<file path="src/rtl/loop_cache.sv">
// Direct-mapped loop buffer sitting between the fetch unit and instruction memory.
// A short backward taken branch arms the buffer. The loop body is captured as it streams
// from memory, and later iterations are served locally without a memory access.
module loop_cache #(
    parameter int unsigned DEPTH   = 16,
    parameter int unsigned DEPTH_W = 4
) (
    input  logic        clk_i,
    input  logic        rst_i,
    input  logic        fetch_rd_i,
    input  logic [31:0] fetch_pc_i,
    output logic        fetch_accept_o,
    output logic        fetch_valid_o,
    output logic [31:0] fetch_inst_o,
    output logic        mem_rd_o,
    output logic [31:0] mem_pc_o,
    input  logic        mem_accept_i,
    input  logic        mem_valid_i,
    input  logic [31:0] mem_inst_i,
    input  logic        branch_taken_i,
    input  logic [31:0] branch_src_pc_i,
    input  logic [31:0] branch_tgt_pc_i,
    input  logic        flush_i,
    output logic [31:0] hit_count_o,
    output logic [31:0] access_count_o
);

    typedef enum logic [1:0] {StIdle, StFill, StActive} state_e;

    state_e               state_q, state_d;
    logic [31:0]          start_q, end_q;
    logic [DEPTH-1:0]     valid_q;
    logic [31:0]          data_q [DEPTH];
    logic                 pend_q, pend_hit_q;
    logic [31:0]          pend_pc_q;
    logic [DEPTH_W-1:0]   pend_hit_idx_q;
    logic [31:0]          hit_cnt_q, acc_cnt_q;

    logic [31:0]          pc_a, pc_off, pend_off, src_a, tgt_a, span;
    logic [DEPTH_W-1:0]   idx, pend_idx;
    logic                 in_range, pend_in_range, hit, resp_now, accept;
    logic                 br_qual, br_same, clear_valid, load_bounds, capture;
    logic                 unused_bits;

    // Address decode for the incoming request and for the outstanding one
    always_comb begin
        pc_a          = {fetch_pc_i[31:2], 2'b00};
        pc_off        = pc_a - start_q;
        idx           = pc_off[DEPTH_W+1:2];
        in_range      = (pc_a >= start_q) && (pc_a <= end_q);
        hit           = in_range && valid_q[idx] && (state_q != StIdle);
        pend_off      = pend_pc_q - start_q;
        pend_idx      = pend_off[DEPTH_W+1:2];
        pend_in_range = (pend_pc_q >= start_q) && (pend_pc_q <= end_q);
        // The single outstanding request returns this cycle
        resp_now      = pend_q && (pend_hit_q || mem_valid_i);
        src_a         = {branch_src_pc_i[31:2], 2'b00};
        tgt_a         = {branch_tgt_pc_i[31:2], 2'b00};
        span          = src_a - tgt_a;
        // Loop of at most DEPTH words: span < DEPTH*4
        br_qual       = branch_taken_i && (tgt_a <= src_a) && (span[31:DEPTH_W+2] == '0);
        br_same       = (tgt_a == start_q) && (src_a == end_q) && (state_q != StIdle);
    end

    // Request acceptance, memory pass-through and response mux; all held at 0 in reset
    always_comb begin
        mem_rd_o       = 1'b0;
        mem_pc_o       = 32'h0;
        accept         = 1'b0;
        fetch_valid_o  = 1'b0;
        fetch_inst_o   = 32'h0;
        if (!rst_i) begin
            mem_pc_o = fetch_pc_i;
            if (hit) begin
                // Hits may follow a returning response back to back
                accept = fetch_rd_i && (!pend_q || resp_now);
            end else begin
                mem_rd_o = fetch_rd_i && !pend_q;
                accept   = mem_rd_o && mem_accept_i;
            end
            if (pend_q && pend_hit_q) begin
                fetch_valid_o = 1'b1;
                fetch_inst_o  = data_q[pend_hit_idx_q];
            end else begin
                fetch_valid_o = pend_q && mem_valid_i;
                fetch_inst_o  = mem_inst_i;
            end
        end
    end

    assign fetch_accept_o = accept;

    // Next state: flush > qualifying branch > exit > fill completion
    always_comb begin
        state_d     = state_q;
        clear_valid = 1'b0;
        load_bounds = 1'b0;
        if (flush_i) begin
            state_d     = StIdle;
            clear_valid = 1'b1;
        end else if (br_qual && !br_same) begin
            state_d     = StFill;
            clear_valid = 1'b1;
            load_bounds = 1'b1;
        end else if ((state_q != StIdle) && accept && !in_range) begin
            state_d = StIdle;
        end else if ((state_q == StFill) && capture && (pend_pc_q == end_q)) begin
            state_d = StActive;
        end
    end

    // Any in-range memory response while armed is captured, wrong-path ones included
    always_comb begin
        capture = pend_q && !pend_hit_q && mem_valid_i && (state_q != StIdle) &&
                  pend_in_range && !clear_valid;
    end

    // State, loop bounds and valid bits
    always_ff @(posedge clk_i) begin
        if (rst_i) begin
            state_q <= StIdle;
            start_q <= 32'h0;
            end_q   <= 32'h0;
            valid_q <= '0;
        end else begin
            state_q <= state_d;
            if (load_bounds) begin
                start_q <= tgt_a;
                end_q   <= src_a;
            end
            if (clear_valid) begin
                valid_q <= '0;
            end else if (capture) begin
                valid_q[pend_idx] <= 1'b1;
            end
        end
    end

    // Captured instruction storage, qualified by valid_q so no reset is needed
    always_ff @(posedge clk_i) begin
        if (capture) begin
            data_q[pend_idx] <= mem_inst_i;
        end
    end

    // Outstanding request tracking; reset drops any in-flight response
    always_ff @(posedge clk_i) begin
        if (rst_i) begin
            pend_q         <= 1'b0;
            pend_hit_q     <= 1'b0;
            pend_pc_q      <= 32'h0;
            pend_hit_idx_q <= '0;
        end else if (accept) begin
            pend_q         <= 1'b1;
            pend_hit_q     <= hit;
            pend_pc_q      <= pc_a;
            pend_hit_idx_q <= idx;
        end else if (resp_now) begin
            pend_q <= 1'b0;
        end
    end

    // Efficiency counters, wrapping modulo 2^32
    always_ff @(posedge clk_i) begin
        if (rst_i) begin
            hit_cnt_q <= 32'h0;
            acc_cnt_q <= 32'h0;
        end else if (accept) begin
            acc_cnt_q <= acc_cnt_q + 32'd1;
            if (hit) begin
                hit_cnt_q <= hit_cnt_q + 32'd1;
            end
        end
    end

    assign hit_count_o    = hit_cnt_q;
    assign access_count_o = acc_cnt_q;

    assign unused_bits = ^{fetch_pc_i[1:0], branch_src_pc_i[1:0], branch_tgt_pc_i[1:0],
                           pc_off[31:DEPTH_W+2], pc_off[1:0], pend_off[31:DEPTH_W+2],
                           pend_off[1:0], span[DEPTH_W+1:0]};

endmodule

</file>
<file path="config.mk">
export PLATFORM = sky130hd
export DESIGN_NAME = loop_cache
export DESIGN_NICKNAME = d
export VERILOG_FILES = /design/src/rtl/loop_cache.sv
export SDC_FILE = /design/constraint.sdc
export NUM_CORES = 1
export LEC_CHECK = 0
export BUFFER_PORTS_ARGS = -buffer_cell sky130_fd_sc_hd__buf_2
export CAP_MARGIN = 10
export CELL_PAD_IN_SITES_DETAIL_PLACEMENT = 2
export CELL_PAD_IN_SITES_GLOBAL_PLACEMENT = 2
export CORE_MARGIN = 4
export CORE_UTILIZATION = 46
export CTS_BUF_LIST = sky130_fd_sc_hd__clkbuf_8 sky130_fd_sc_hd__clkbuf_16
export DETAILED_ROUTE_END_ITERATION = 12
export GPL_ROUTABILITY_DRIVEN = 0
export MAX_ROUTING_LAYER = met4
export PLACE_DENSITY_LB_ADDON = 0.1
export SLEW_MARGIN = 20
export SYNTH_ARGS = -nofsm -noshare
export SYNTH_HDL_FRONTEND = slang
export SYNTH_SLANG_ARGS = --single-unit
</file>
<file path="constraint.sdc">
create_clock -name clk_i -period 16 [get_ports clk_i]
set_input_delay 2.4 -clock clk_i [delete_from_list [all_inputs] [get_ports clk_i]]
set_output_delay 2.4 -clock clk_i [all_outputs]
set_load 0.02 [all_outputs]
</file>
; Word level (Yosys, flattened, before mapping)
; Memories as Yosys holds them, arrays and structs flattened. A register that Yosys moved wholly into a read port is not among the register bits.
; Index checks and enable logic that the tools add are counted.
[totals]
ramBits = 512
romBits = 0
in_bits = 135
latch_bits = 0
ff_bits = 178
memories = 1
output_inout_bits = 131
[op_classes]
bitwise = 1
mul = 0
magnitude_cmp = 8
add_sub_neg = 5
div = 0
eq_ne = 4
n_shift = 0
n_mux = 25
reduce_logical = 40
[memory_table]
columns = memory, depth, width, read_ports, rd_clocked_by_memory_dff, write_ports, line
row1 = data_q, 16, 32, 1, 1, 1, 33  ; logic [31:0] data_q [DEPTH];
[op_table]
columns = op, count
row1 = <= comparator 32 bit, 3
row2 = two-way mux 32 bit, 3
row3 = equality test 30 bit, 3
row4 = "adder 32 x 1 -> 32 bit, second input constant", 2
row5 = greater-or-equal comparator 32 bit, 2
row6 = subtractor 32 bit, 1
row7 = zero test 26 bit, 1
row8 = logical AND 1 bit, 25
row9 = two-way mux 1 bit, 18
row10 = bitwise OR 16 bit, 1
row11 = subtractor 6 bit, 2
row12 = "< comparator 4 x 5 -> 1 bit, second input constant", 2
row13 = two-way mux 4 bit, 2
row14 = zero test 1 bit, 5
row15 = binary-select mux 1 bit (select 4 bit), 1
row16 = demux 1 bit (select 4 bit), 1
row17 = "greater-or-equal comparator 4 x 1 -> 1 bit, second input constant", 1
row18 = nonzero test 2 bit, 2
row19 = OR reduction 2 bit, 2
row20 = OR reduction 4 bit, 1
row21 = nonzero test 3 bit, 1
row22 = "equality test 2 x 1 -> 1 bit, second input constant", 1
row23 = logical OR 1 bit, 2
row24 = AND reduction 2 bit, 1

; Logic depth before layout (Yosys ltp)
; Gate-level depths: netlist of the first run.
[logic_depth]
word_depth = 14
depth_mapped = 15

; Least setup slack after synthesis of the first run
; No wires, ideal clock.
[synth_path]
kind = input-to-output
from = input port fetch_pc_i[2]
to = output port fetch_accept_o
setup_slack_ns = 8.257
path_buffers = 3
cell_stages = 14
arrival_ns = 5.343
cell_sequence = inv_1 > ha_1 > inv_1 > fa_1 > clkbuf_2 > mux4_2 > nor2b_1 > a221oi_1 > a211oi_1 > and3_1 > a21oi_1 > buf_2 > buf_2 > inv_1
[synth_via]
elab_chain_len = 7
word_cells_on_any_way = 10
[synth_rtl]
columns = item, line
row1 = start: declaration, 11  ; input logic [31:0] fetch_pc_i,
row2 = subtractor 6 bit, 48  ; pc_off = pc_a - start_q;
row3 = via pc_off[3], 39  ; logic [31:0] pc_a, pc_off, pend_off, src_a, tgt_a, span;
row4 = binary-select mux 1 bit (select 4 bit), 51  ; hit = in_range && valid_q[idx] && (state_q != StIdle);
row5 = two-way mux 1 bit (implied by the code), 51
row6 = logical AND 1 bit (2 in a row), 51
row7 = two-way mux 1 bit, 74  ; if (hit) begin
row8 = two-way mux 1 bit, 72  ; if (!rst_i) begin
row9 = end: declaration, 12  ; output logic fetch_accept_o,
; The timed path passes the listed nets, and every way through them passes these cells. The select of a mux whose other input is x is not followed.

; Worst setup path after layout of the first run
; Same ends and word-level chain as after synthesis.

==> results.cfg, run 1 <==
[placed_design]
dpl.hpwl_um = 77400
portBuffers = 261
dp_slack_ns = 7.93
post-place-cells = 3690

[clocking]
ctsHoldBuffers = 0
cts_tree = done
cts-root-to-sink-buffers = 3
number_of_buffers_created_by_cts = 77
cts_resized = 0
htreeDepth = 3
cts.sinks = 694
clkTransAtPathRegs_ns = 0.05
clock_insertion_delay_worst_skew_ns = 0.70
post_cts.repair.setup_buffers = 0
clock-root-buffer = sky130_fd_sc_hd__clkbuf_16

[detailed_routing]
detail_route.vias_per_cell = 6.63
ant_nets = 0
drt_pass1_iterations = 5
drc_errors = 0
routed_wire_length_per_instance_um = 34.8
topRoutingLayerUsed = met4
wirelength_um = 134000
detailroute.wirelength.met3_um = 8490
drt-met1-wl_um = 51800
met2_routed_wirelength_um = 68700
routed-via-count = 25500
drt-initial-drc-count = 2845

[pwr]
combinationalPowerShare_pct = 9.2
ir_drop_mv = 0.114
power_switching_share_pct = 26.2
cellInternalPower_uw = 3180
power.net_switching_uw = 1130
power.density_mw_per_mm2 = 111
power.sequential.fraction_pct = 45.1
clock_power_share_pct = 45.7
leakagePower_uw = 0.0135

[timing]
timing_max_transition_violations_final = 0
share_of_the_clock_period_used_by_the_worst_path_pct = 51.3
final.hold.worst_slack_ns = 0.479
rsz0062_at_grt = false
actual_transition_at_the_worst_max_transition_pin_ns = 1.11
final_critical_path_setup_slack_ns = 7.80
finalHoldViolations = 0
max-slew-margin-rel_pct = 25.4
timing.clock.skew_ns = 0.0902
finalSetupViolations = 0
timing.final.crit_period_ns = 8.20
fmax_ghz = 0.122
fin_tns_setup_ns = 0

[synthesis]
synth_seq_cells = 694
yosysWarningCount = 0
synth.cell_area_mm2 = 0.0336
yosysSeqAreaShare_pct = 56.6
synth_top_cells_by_count = sky130_fd_sc_hd__edfxtp_1, sky130_fd_sc_hd__nand2_1, sky130_fd_sc_hd__a21oi_1
synth-edff-count = 512
synthDominantCellAreaShare_pct = 45.7
postSynthNetCount = 2884
yosys_most_used_dff = sky130_fd_sc_hd__edfxtp_1
synth-async-reset-ratio_pct = 0
yosysUniqueCellTypes = 76
synth.most_common_cell = sky130_fd_sc_hd__edfxtp_1
synth.largest_area_cell = sky130_fd_sc_hd__edfxtp_1
avg_inst_size_synth_um2 = 13.0
post_synth_inst_count = 2595
synth_area_leaders = sky130_fd_sc_hd__edfxtp_1, sky130_fd_sc_hd__mux4_2, sky130_fd_sc_hd__dfxtp_1, sky130_fd_sc_hd__ha_1, sky130_fd_sc_hd__a21oi_1

[critical_path]
timing.setup.critical_path_class = input port to output pin
cpLargestDelayFamily = adder cells
top_fanout_value_on_the_critical_path = 28
worstReg2RegEnd = data_q[8][8]
cp_data_arrival_time_ns = 5.80
critical_path.most_common_cell = sky130_fd_sc_hd__inv_1
critical_path.cell_chain = buf_2 > inv_1 > ha_1 > inv_1 > fa_1 > mux4_2 > nor2b_1 > a221oi_1 > a211oi_1 > and3_1 > a21oi_1 > buf_4 > inv_1 > buf_2
timing.critical_path.required_ns = 13.60
startpoint = fetch_pc_i[2]
crit_path_end = fetch_accept_o
worst-r2r-setup-slack_ns = 11.12
crit_path_end_kind = output pin
worst-path-stages = 14
depth_of_the_most_critical_reg_to_reg_path = 13
setup.worst_path.start_class = input port
cp_num_buf_inv = 6
reg2reg_from = pend_pc_q[2]
timing.critical_path.slowest_stage_cell = sky130_fd_sc_hd__fa_1
cpPeakStageDelay_ns = 0.73

[die]
fp.dieW_um = 278
die_area_mm2 = 0.0774
initial_utilization_pct = 46.7
std_cell_rows = 98
boundaryPins = 266
core_region_area_mm2 = 0.0720
die_height_um = 278

[cells_and_area]
fin_nets = 3108
syn_to_final_growth_pct = 15.0
final_layout_size_suffix_gt1_share_pct = 22.6
instances_no_fill = 3838

[grt]
grt_pass1_vias = 27300
grt_max_degree = 134
groute.usage.overall_pct = 34.5
first_pass_grt_wire_length_um = 194000
grt_antenna_before_repair = 5
globalRouteOverflowTotal = 0

[run_status]
run_status = finished clean

[run]
drv.max_cap_violation_count = 0

[worst_hold_path]
hold_path_class = flip-flop to flip-flop
-- sequential cells by signal, summed over array words and instances, names as in the netlist, named ones only --
register        cells
pend_hit_q          1
pend_hit_idx_q      4
access_count_o     32
pend_pc_q          30
state_q             2
pend_q              1
start_q            30
data_q            512
valid_q            16
hit_count_o        32
end_q              30
-- worst min path at each step --
stage | start | end | slack (ns) | cells past startpoint
floorplan | pend_hit_idx_q[0] | flip-flop | 0.44 | 2
global placement | pend_hit_idx_q[0] | flip-flop | 0.43 | 2
detailed placement | pend_hit_idx_q[0] | flip-flop | 0.46 | 2
CTS | start_q[15] | start_q[15] | 0.48 | 2
global route | start_q[15] | start_q[15] | 0.51 | 2
finish | start_q[15] | start_q[15] | 0.48 | 2
-- placed cells by master, fill, tap and decap left out, types with 54 or more instances in the layout --
cell type,netlist,layout
sky130_fd_sc_hd__a21oi_1,216,216
sky130_fd_sc_hd__buf_2,22,260
sky130_fd_sc_hd__clkbuf_16,0,78
sky130_fd_sc_hd__dfxtp_1,182,178
sky130_fd_sc_hd__edfxtp_1,512,512
sky130_fd_sc_hd__ha_1,152,152
sky130_fd_sc_hd__inv_1,113,127
sky130_fd_sc_hd__mux4_2,164,164
sky130_fd_sc_hd__nand2_1,221,221
sky130_fd_sc_hd__nand4_1,118,118
sky130_fd_sc_hd__nor2_1,59,59
sky130_fd_sc_hd__nor2b_1,58,58
sky130_fd_sc_hd__o21ai_0,55,54
sky130_fd_sc_hd__o31ai_1,78,78
-- kinds of logic (layout without fill, tap and decap cells) --
kind of cell	count (synthesis)	after routing	synth area share [%]
compound gates	547	547	10.6
xor+xnor	68	68	1.77
fa+ha+maj	154	154	5.78
buf+inv	269	555	3.12
flops	694	694	56.6
mux	186	186	11.7
other cells	0	7	0
simple gates	677	677	10.5
-- tightest hold or removal path, stage by stage (launching register included) --
cell                      delay, ns
sky130_fd_sc_hd__dfxtp_1       0.31
sky130_fd_sc_hd__o31ai_1       0.06
sky130_fd_sc_hd__a21oi_1       0.06
-- routing by layer --
metal | GRT usage, % | up-vias
met3 | 4.31 | 250
met1 | 42.4 | 13300
met2 | 59.6 | 1289
li1 | - | 10600
met5 | - | -
met4 | 11.2 | 0
-- area by class of cell --
class | count | area, µm²
Timing Repair Buffer | 301 | 1630
Inverter | 113 | 424
Multi-Input combinational cell | 1632 | 13600
Fill cell | 6746 | 33300
Antenna cell | 7 | 17.5
Clock buffer | 83 | 2020
Clock inverter | 58 | 716
Tap cell | 950 | 1190
Sequential cell | 694 | 19000
-- per-stage QoR --
step	power, µW	instance area [µm²]	utilization [%]
after floorplan	2210	33600	-
after global placement	2340	35900	49.9
after detailed placement	2360	35900	49.9
after CTS	4310	38600	53.7
after global routing	4430	38700	53.7
final	4310	38700	53.7
-- power groups by stage --
stage / registers (µW) / clock network [µW] / logic (µW)
2_1_floorplan: 1980 / 0 / 232
3_3_place_gp: 1980 / 0 / 354
3_5_place_dp: 1980 / 0 / 378
4_1_cts: 1940 / 1980 / 390
5_1_grt: 1940 / 2070 / 422
6_report: 1940 / 1970 / 395
(Power assumes the default switching activity.)
==> inputs of run 2 (changes only) <==
CORE_UTILIZATION = 38   (was 46)
clock period = 6.85 ns   (was 16 ns; I/O delays follow)
==> run 2 against run 1 <==
Net effect: sequential share of layout area down 0.25 points; global-route usage down 9.4 points; clock skew down 0.032 ns; critical path depth unchanged; clock power up 120%; combinational power up 120%; hold slack worse by 0.030 ns.
==> results.cfg, run 2 (synthesized netlist as in run 1, its figures left out) <==
[detailed_routing]
wirelength_um = 116000
ant_nets = 0
drc_errors = 0
detail_route.vias_per_cell = 5.88
routed_wire_length_per_instance_um = 28.8
drt_pass1_iterations = 7
drt-initial-drc-count = 1688
routed-via-count = 23800

[grt]
grt_antenna_before_repair = 10
grt_max_degree = 101
met1_usage_pct = 30.0
grt_pass1_vias = 26100
groute.layer.met3.usage_pct = 3.76
grt.met2_usage_pct = 43.7
globalRouteOverflowTotal = 0
first_pass_grt_wire_length_um = 173000
grt-busiest-layer = met2
groute.usage.overall_pct = 25.1

[timing]
fmax_ghz = 0.187
actual_transition_at_the_worst_max_transition_pin_ns = 1.05
timing_max_transition_violations_final = 0
fin_tns_setup_ns = 0
final.hold.worst_slack_ns = 0.449
rsz0062_at_grt = false
share_of_the_clock_period_used_by_the_worst_path_pct = 78.1
timing.final.crit_period_ns = 5.35
finalHoldViolations = 0
timing.clock.skew_ns = 0.0586
max-slew-margin-rel_pct = 29.5
finalSetupViolations = 0

[clocking]
number_of_buffers_created_by_cts = 81
cts_resized = 0
clock_insertion_delay_worst_skew_ns = 0.66
cts_tree = done
htreeDepth = 3
clkTransAtPathRegs_ns = 0.06
clock-root-buffer = sky130_fd_sc_hd__clkbuf_16
post_cts.repair.setup_buffers = 0
cts-root-to-sink-buffers = 3
cts.sinks = 694
ctsHoldBuffers = 0

[die]
core_region_area_mm2 = 0.0873
std_cell_rows = 108
initial_utilization_pct = 38.5
fp.dieW_um = 305
boundaryPins = 266
die_height_um = 305
die_area_mm2 = 0.0933

[cells_and_area]
layout.area.seq_mm2 = 0.0190
finalInstanceArea_mm2 = 0.0389
registers.top_by_ff_count = data_q
syn_to_final_growth_pct = 15.6
multi_input_comb_area_mm2 = 0.0136
layout.cells.most_common = sky130_fd_sc_hd__edfxtp_1
largest_reg_flops = 512
fin_nets = 3112
final_layout_size_suffix_gt1_share_pct = 22.6
most-common-layout-cells = sky130_fd_sc_hd__edfxtp_1, sky130_fd_sc_hd__buf_2, sky130_fd_sc_hd__nand2_1
n_fill_cell = 8720

[worst_hold_path]
worst_hold_startpoint = pend_hit_idx_q[3]
hold_path_class = flip-flop to flip-flop

[critical_path]
cp_data_arrival_time_ns = 4.32
setup.worst_path.start_class = input port
startpoint = fetch_pc_i[2]
top_fanout_value_on_the_critical_path = 28
crit_path_end_kind = output pin
timing.setup.critical_path_class = input port to output pin
timing.critical_path.required_ns = 5.82
reg2reg_from = end_q[29]

[placed_design]
dpl_cell_area_mm2 = 0.0362
dpl.hpwl_um = 76100
portBuffers = 261

[run]
drv.max_cap_violation_count = 0

[run_status]
run_status = finished clean

[pwr]
leakagePower_uw = 0.0135
power.density_mw_per_mm2 = 251
ir_drop_mv = 0.228
==> run 2: cell count changes in the layout (fill, tap and decap cells not counted), moves of 2 or more <==
cell	change
sky130_fd_sc_hd__bufinv_16	-5
sky130_fd_sc_hd__clkinv_2	+5
sky130_fd_sc_hd__clkbuf_16	+3
sky130_fd_sc_hd__clkinv_1	+3
sky130_fd_sc_hd__diode_2	+3
sky130_fd_sc_hd__and2_2	+2
sky130_fd_sc_hd__clkbuf_8	-2
sky130_fd_sc_hd__clkinvlp_4	-2
==> run 2: power by group <==
group / switching [µW] / internal [µW] / total [µW]
registers: 25.4 / 4520 / 4540
logic: 568 / 319 / 887
clock network: 1870 / 2450 / 4310
==> run 2: critical path: stages <==
cell and delay (ns):
sky130_fd_sc_hd__buf_2 0.11, sky130_fd_sc_hd__inv_1 0.12, sky130_fd_sc_hd__ha_1 0.20, sky130_fd_sc_hd__inv_1 0.06
sky130_fd_sc_hd__fa_1 0.71, sky130_fd_sc_hd__mux4_2 0.57, sky130_fd_sc_hd__nor2b_1 0.15, sky130_fd_sc_hd__a221oi_1 0.28
sky130_fd_sc_hd__a211oi_1 0.16, sky130_fd_sc_hd__and3_1 0.25, sky130_fd_sc_hd__a21oi_1 0.15, sky130_fd_sc_hd__buf_4 0.30
sky130_fd_sc_hd__inv_1 0.06, sky130_fd_sc_hd__buf_2 0.16
==> run 2: stage by stage <==
stage	power, µW	util, %	std cells	setup WS (ns)
floorplan	5160	-	2595	0.940
CTS	9840	44.5	4039	1.42
finish	9740	44.5	4049	1.50
global route	10100	44.5	4046	1.24
global placement	5480	41.4	3895	1.21
detailed placement	5520	41.4	3895	1.17
==> run 2: final cells by class <==
type	count	share of cell area (%)
Clock buffer	84	5.32
Multi-Input combinational cell	1632	35.1
Sequential cell	694	49.0
Tap cell	1155	3.72
Timing Repair Buffer	301	4.22
Inverter	113	1.09
Antenna cell	10	0.0644
Clock inverter	60	1.52
==> run 2: worst paths after layout <==
check / depth (start not counted) / slack [ns] / endpoint
setup / recovery: 14 / 1.50 / fetch_accept_o
hold reg to reg: 2 / 0.45 / flip-flop
hold / removal: 2 / 0.45 / flip-flop
setup reg to reg: 10 / 2.24 / data_q[9][16]
==> run 2: per-layer routing <==
| metal | vias to the layer above | wire length, µm |
|---|---|---|
| met5 | - | 0 |
| met4 | 0 | 4210 |
| met3 | 193 | 4920 |
| met2 | 580 | 59900 |
| met1 | 12400 | 47400 |
| li1 | 10600 | - |
